===== config.mk =====
export PLATFORM = sky130hd
export DESIGN_NAME = regfile_scoreboard
export DESIGN_NICKNAME = d
export VERILOG_FILES = /design/src/rtl/regfile_scoreboard.sv
export SDC_FILE = /design/constraint.sdc
export NUM_CORES = 2
export LEC_CHECK = 0
export ABC_AREA = 1
export CAP_MARGIN = 25
export CORE_ASPECT_RATIO = 0.8
export CORE_MARGIN = 5
export CORE_UTILIZATION = 35
export CTS_CLUSTER_DIAMETER = 150
export DETAILED_ROUTE_END_ITERATION = 6
export GPL_TIMING_DRIVEN = 0
export HOLD_SLACK_MARGIN = 0.05
export REMOVE_ABC_BUFFERS = 1
export SLEW_MARGIN = 20
export SYNTH_ARGS = -nofsm -noshare
export SYNTH_HDL_FRONTEND = slang
export SYNTH_SLANG_ARGS = --single-unit

===== constraint.sdc =====
create_clock -name clk_i -period 6 [get_ports clk_i]
set_clock_uncertainty 0.2 [all_clocks]
set_input_delay 1.2 -clock clk_i [delete_from_list [all_inputs] [get_ports clk_i]]
set_output_delay 1.2 -clock clk_i [all_outputs]
set_load 0.02 [all_outputs]

===== src/rtl/regfile_scoreboard.sv =====
// Integer register file with write-through bypass, plus a per-register busy
// scoreboard that stalls issue on RAW hazards against long-latency producers.
module regfile_scoreboard #(
  parameter int XLEN = 32,
  parameter int NREG = 32
) (
  input  logic            clk_i,
  input  logic            rst_ni,
  input  logic            wb_en_i,
  input  logic [4:0]      wb_addr_i,
  input  logic [XLEN-1:0] wb_data_i,
  input  logic [4:0]      rs1_addr_i,
  input  logic [4:0]      rs2_addr_i,
  output logic [XLEN-1:0] rs1_data_o,
  output logic [XLEN-1:0] rs2_data_o,
  input  logic            issue_valid_i,
  input  logic [4:0]      issue_rd_i,
  input  logic            issue_long_i,
  input  logic            issue_rs1_used_i,
  input  logic            issue_rs2_used_i,
  input  logic            flush_i,
  output logic            stall_o,
  output logic [NREG-1:0] busy_o
);

  logic [XLEN-1:0] regs [1:NREG-1];
  logic [NREG-1:0] busy_q, busy_d;
  logic            hz1, hz2, issue_accept;

  // NOTE: this array is reset on purpose, because x1..x31 must read zero after
  // reset; that rules out a plain RAM macro for this block.
  always_ff @(posedge clk_i) begin
    if (!rst_ni) begin
      for (int i = 1; i < NREG; i++) regs[i] <= '0;
    end else if (wb_en_i && wb_addr_i != '0) begin
      regs[wb_addr_i] <= wb_data_i;
    end
  end

  // x0 reads zero; a writeback landing this cycle is forwarded ahead of the array.
  function automatic logic [XLEN-1:0] read_port(input logic [4:0] addr);
    logic [XLEN-1:0] data;
    data = '0;
    if (addr != '0) begin
      if (wb_en_i && wb_addr_i == addr) data = wb_data_i;
      else                              data = regs[addr];
    end
    return data;
  endfunction

  // NOTE: combinational logic uses blocking assignments and gives every output
  // a value on every path, so no latch is inferred.
  always_comb begin
    rs1_data_o = read_port(rs1_addr_i);
    rs2_data_o = read_port(rs2_addr_i);
  end

  always_comb begin
    hz1 = issue_rs1_used_i && rs1_addr_i != '0 && busy_q[rs1_addr_i]
          && !(wb_en_i && wb_addr_i == rs1_addr_i);
    hz2 = issue_rs2_used_i && rs2_addr_i != '0 && busy_q[rs2_addr_i]
          && !(wb_en_i && wb_addr_i == rs2_addr_i);
    stall_o      = issue_valid_i && (hz1 || hz2);
    issue_accept = issue_valid_i && !stall_o && !flush_i;
  end

  // Clear on writeback first, then set on issue, so a new producer to the
  // same register stays outstanding.
  always_comb begin
    busy_d = busy_q;
    if (flush_i) begin
      busy_d = '0;
    end else begin
      if (wb_en_i) busy_d[wb_addr_i] = 1'b0;
      if (issue_accept && issue_long_i && issue_rd_i != '0) busy_d[issue_rd_i] = 1'b1;
    end
    busy_d[0] = 1'b0;
  end

  // NOTE: state registers are updated with non-blocking assignments only.
  always_ff @(posedge clk_i) begin
    if (!rst_ni) busy_q <= '0;
    else         busy_q <= busy_d;
  end

  assign busy_o = busy_q;

endmodule


* Word-level counts from Yosys, hierarchy flattened
Memory sizes are Yosys's and may differ from the RTL's. Cells that the tools add are included.
Storage, ports and cells: bits in registers 32, bits in latches 0, memory bits (writable) 992, memory bits (read-only) 0, bits of input ports 60, output and inout bits 97, word-level logic and storage cells 64, memories 1
Memory list:
- regs | words 31, width 32, rd ports 2, clocked after Yosys merged registers in 0, write ports 31, RTL line 26 | logic [XLEN-1:0] regs [1:NREG-1];
Cells by class: add/sub/neg operators 0, multipliers 0, div/mod/pow operators 0, order comparisons 6, equality and inequality tests 2, shift operators 0, multiplexer cells 22, bitwise operators 4, reductions and logical operators 27
Operators by type and width (count):
- two-way mux 32 bit | 8
- AND 32 bit | 1
- inverter 32 bit | 1
- bitwise OR 32 bit | 1
- OR reduction 32 bit | 1
- less-than comparator 5 x 6 -> 1 bit, second input constant | 4
- nonzero test 5 bit | 4
- logical AND 1 bit | 16
- binary-select mux 1 bit (select 5 bit) | 2
- demux 1 bit (select 5 bit) | 2
- equality test 5 bit | 2
- greater-or-equal comparator 5 x 1 -> 1 bit, second input constant | 2
- two-way mux 1 bit | 9
- two-way mux 5 bit | 1
- zero test 1 bit | 4
- OR reduction 2 bit | 1
- logical OR 1 bit | 1
- inverter 1 bit | 1

* Longest topological paths before layout
word-level depth 12, gate-level depth with buffers 14, mapped depth without buffers 12

* Worst setup path before layout
Ideal clock, no wire load.
path kind in2reg, from input port wb_addr_i[3], to memory regs[4][0] (enable), library setup time 0.466 ns, arrival time 3.875 ns, data required time 5.334 ns, slack 1.459 ns, stages on the path 5, buffers on the path 0, path through nor2_1 -> nand2_1 -> nor2_1 -> inv_1 -> o21ai_0
RTL lines:
- start, declared | RTL line 10 | input logic [4:0] wb_addr_i,
- end, declared | RTL line 26

* Final worst setup path
from input port rs2_addr_i[1], to output port rs2_data_o[19]
On the way: cells in the longest elaborated chain, start to end 4, elaborated cells between the ends (all ways) 6, classes of those cells eq/ne: 1; mux: 2; reduce/logical: 2; memory: 1
RTL lines:
- start, declared | RTL line 13 | input logic [4:0] rs2_addr_i,
- branches (longest 3 deep; another with memory read (31 x 32 bit))
- two-way mux 32 bit (*) | RTL line 44 | if (addr != '0) begin
- end, declared | RTL line 15 | output logic [XLEN-1:0] rs2_data_o,
Every way passes the cells marked *.

==> metrics <==
status finished with violations; failing checks DRC, setup timing; Crit path largest cell delay approximately 550 ps; cell row count ~130; Commonest cells post-synth 1,715 x nor2_1, 1,024 x edfxtp_1, 831 x o21ai_0, 543 x nand2_1, 385 x a21oi_1; maximum fanout along the worst path 50; largest net degree at the start of global routing 126; crit share post-route 101.1%; startpoint types primary input; Synthesis Warnings 0; Syn-to-layout area delta 16.64%; Hold Buf Count CTS 0; CORE AREA ~160,000 µm²; Critical Path End Type primary output; CTS Buf Count about 120; sequential power share 47.3%; synthesized netlist cell count 6,436; vias in the first global route 50,806; Synth area leaders edfxtp_1 54%, nor2_1 11%, o21ai_0 7.4%; CP top delay family buffers and inverters; cell area power density 277.8 nW/µm²; first-pass GRT wire length 350,100 µm; switch share 28.23%; GP Congestion 0.8355; H-tree levels 3; Tmin final 6064 ps; relative slew slack 28.63%; r2r setup slk 3910 ps; Mapped Avg Cell Area 8.787 µm²; top-area cell type share of the netlist area 54.37%; Routed Antenna Nets 0; Post-synth ARST share 0%; CTS tree done; Hold Crit Depth 2; Detail Placement HPWL approximately 140,000 µm; dpl cells about 8,200; reg-to-reg endpoint busy_o[4]; final std cells w/o fill 8,513; mapped cell area between 50,000 and 60,000 µm²; actual slew at the worst max-slew pin 1069 ps; Int Pwr between 10 and 15 mW; sw power 5.172 mW; Hold Path Sink busy_o[12]; Num Clock Sinks 1,055; LEAKAGE 23.93 nW; clk_lat worst skew 750 ps; IO Count 157; Setup CP Type in2out; Die H 369.5 µm; Yosys top cell by area edfxtp_1; Total Routed Length between 200,000 and 300,000 µm; Tot Pwr between 15 and 20 mW; DR vias/cell around 6.3; final hold violation count 0; CP arrival 4660 ps; I/O Buffers 155; FMAX 164.9 MHz; Buf/Inv on CP 6; Hold Slack between 200 and 300 ps; First-pass DRT Iterations 7; RR Startpoint busy_o[7]; drc violations 7; Global Route Usage Sum about 28%; critical path required time approximately 4600 ps; Chip Width around 460 µm; VDD IR max between 0.2 and 0.25 mV; part of the power in combinational logic 14.8%; Critical-path top delay cell clkdlybuf4s50_1; fin worst setup slack -63.90 ps; # setup viols final 2; max_cap viols 0; crit-path cells buf_8 -> buf_16 -> buf_16 -> inv_12 -> nand2_8 -> buf_16 -> o221ai_1 -> nand3_1 -> nand3_1 -> nand2_2 -> a21oi_1 -> clkdlybuf4s50_1; Slew Limit Fails 0; Setup crit start rs2_addr_i[1]; Die Area 169,800 µm²; nets about 6,300; Starting DRT DRC Count 10,384; share of cells above drive strength 1 ~6.8%; Worst R2R Path Depth 9; clock share of power 37.9%; hold path startpoint busy_o[12]; Clock Tree Buf Depth 3; Crit path top cell by count buf_16; post-synth cell types 37; Synth Register Bits 1,055; part of the Yosys area used for sequential elements 55.47%; Congestion Overflow GR 0; initial antenna violation count 5; drt wl/cell ~29 µm; number of synthesized flops with an enable pin 1,024; vias 54,012; Initial Util 35.08%; clock root cell clkbuf_16; clock-pin transition on the worst setup and hold timing paths approximately 60 ps; top-count cell post-synth nor2_1; Core Util, Final 40.92%; Worst Hold Class reg2reg; most used flip-flop cell after synthesis edfxtp_1
cell type report:
| cell class | count | area [µm²] |
|---|---|---|
| clock buffer | 143 | 3088 |
| sequential | 1055 | 31370 |
| inverter | 243 | 1010 |
| fill | 15351 | 95240 |
| clock inverter | 71 | 479.2 |
| timing repair inverter | 2 | 25.02 |
| antenna | 4 | 10.01 |
| multi-input combinational | 4535 | 21960 |
| timing repair buffer | 316 | 5338 |
| tap | 2144 | 2683 |
metrics by stage:
stage | cell area, µm² | TNS [ps] | setup slack [ps]
6_report | 65960 | -88.37 | -63.90
5_1_grt | 65950 | -0.004885 | -0.004885
4_1_cts | 65480 | 0 | 3.819
3_5_place_dp | 61310 | -46200 | -1207
3_3_place_gp | 57850 | -5562470 | -37520
2_1_floorplan | 53610 | -58370 | -1697
cells by family (layout without fill, tap and decap cells):
group | count (synthesis) | after routing | share of synthesized area (%)
AO/OA/AOI/OAI | 1886 | 1886 | 19.23
buffers and inverters | 883 | 775 | 7.040
other | 1 | 37 | 0.006631
AND/OR/NAND/NOR | 2611 | 2616 | 18.26
flip-flops | 1055 | 1055 | 55.47
worst reg2reg max path, cell delays in order, from the launching register on:
cell and delay [ps]:
dfxtp_1 420, inv_1 80, nand2_1 70, nand3_1 90, a21oi_1 210, nor2_1 80, nand2_1 100, nand3_4 310
nand4_1 300, a21oi_1 90
power by group through the flow:
stage	registers, mW	logic [mW]	clock network [mW]
global route	8.70	2.81	7.24
finish	8.66	2.72	6.95
floorplan	8.75	1.17	0
detailed placement	8.80	2.48	0
CTS	8.65	2.58	6.93
global placement	8.81	2.53	0
timing repair:
action | in CTS | in global routing
setup buffers | 6 | 0
pin swaps | 8 | 0
resized for setup | 22 | 20
endpoints found under the setup margin | 65 | 28
cloned | 20 | 4
flip-flops by register name (all words and copies together), names as in the netlist:
register / count
busy_o: 31
regs: 1024
cell usage in the layout, fill, tap and decap left out, drive strengths merged:
master         count
nor2            1720
edfxtp          1024
o21ai            975
nand2            547
a21oi            385
nand3            307
inv              243
buf              156
clkbuf           147
o221ai           132
o211ai           126
clkdlybuf4s50    122
a22oi            119
o22ai             92
clkinv            65
a221oi            39
nand4             34
conb              33
dfxtp             31
o2111ai           16
dlymetal6s2s      16
bufbuf            12
nor3               7
bufinv             6
dlygate4sd2        6
diode              4
clkinvlp           2
a31oi              1
a21boi             1
or2                1
layer usage:
metal / track usage [%] / share of wire, % / up-vias / routed length, µm
li1: - / - / 22315 / -
met3: 6.641 / 14 / 1081 / 35860
met4: 16.84 / 7.2 / 2 / 17930
met1: 35.94 / 35 / 25730 / 88470
met5: 0 / 0.0028 / - / 7
met2: 42.72 / 43 / 4884 / 108200
worst max-delay path by stage:
stage / end / slack, ps / depth (start not counted)
after floorplan: stall_o / -1700 / 8
after global placement: stall_o / -37520 / 10
after detailed placement: rs1_data_o[19] / -1210 / 12
after CTS: rs1_data_o[19] / 4 / 12
after global routing: rs2_data_o[27] / -0.005 / 15
final: rs2_data_o[19] / -60 / 12
Power figures use the tool's default switching activity.
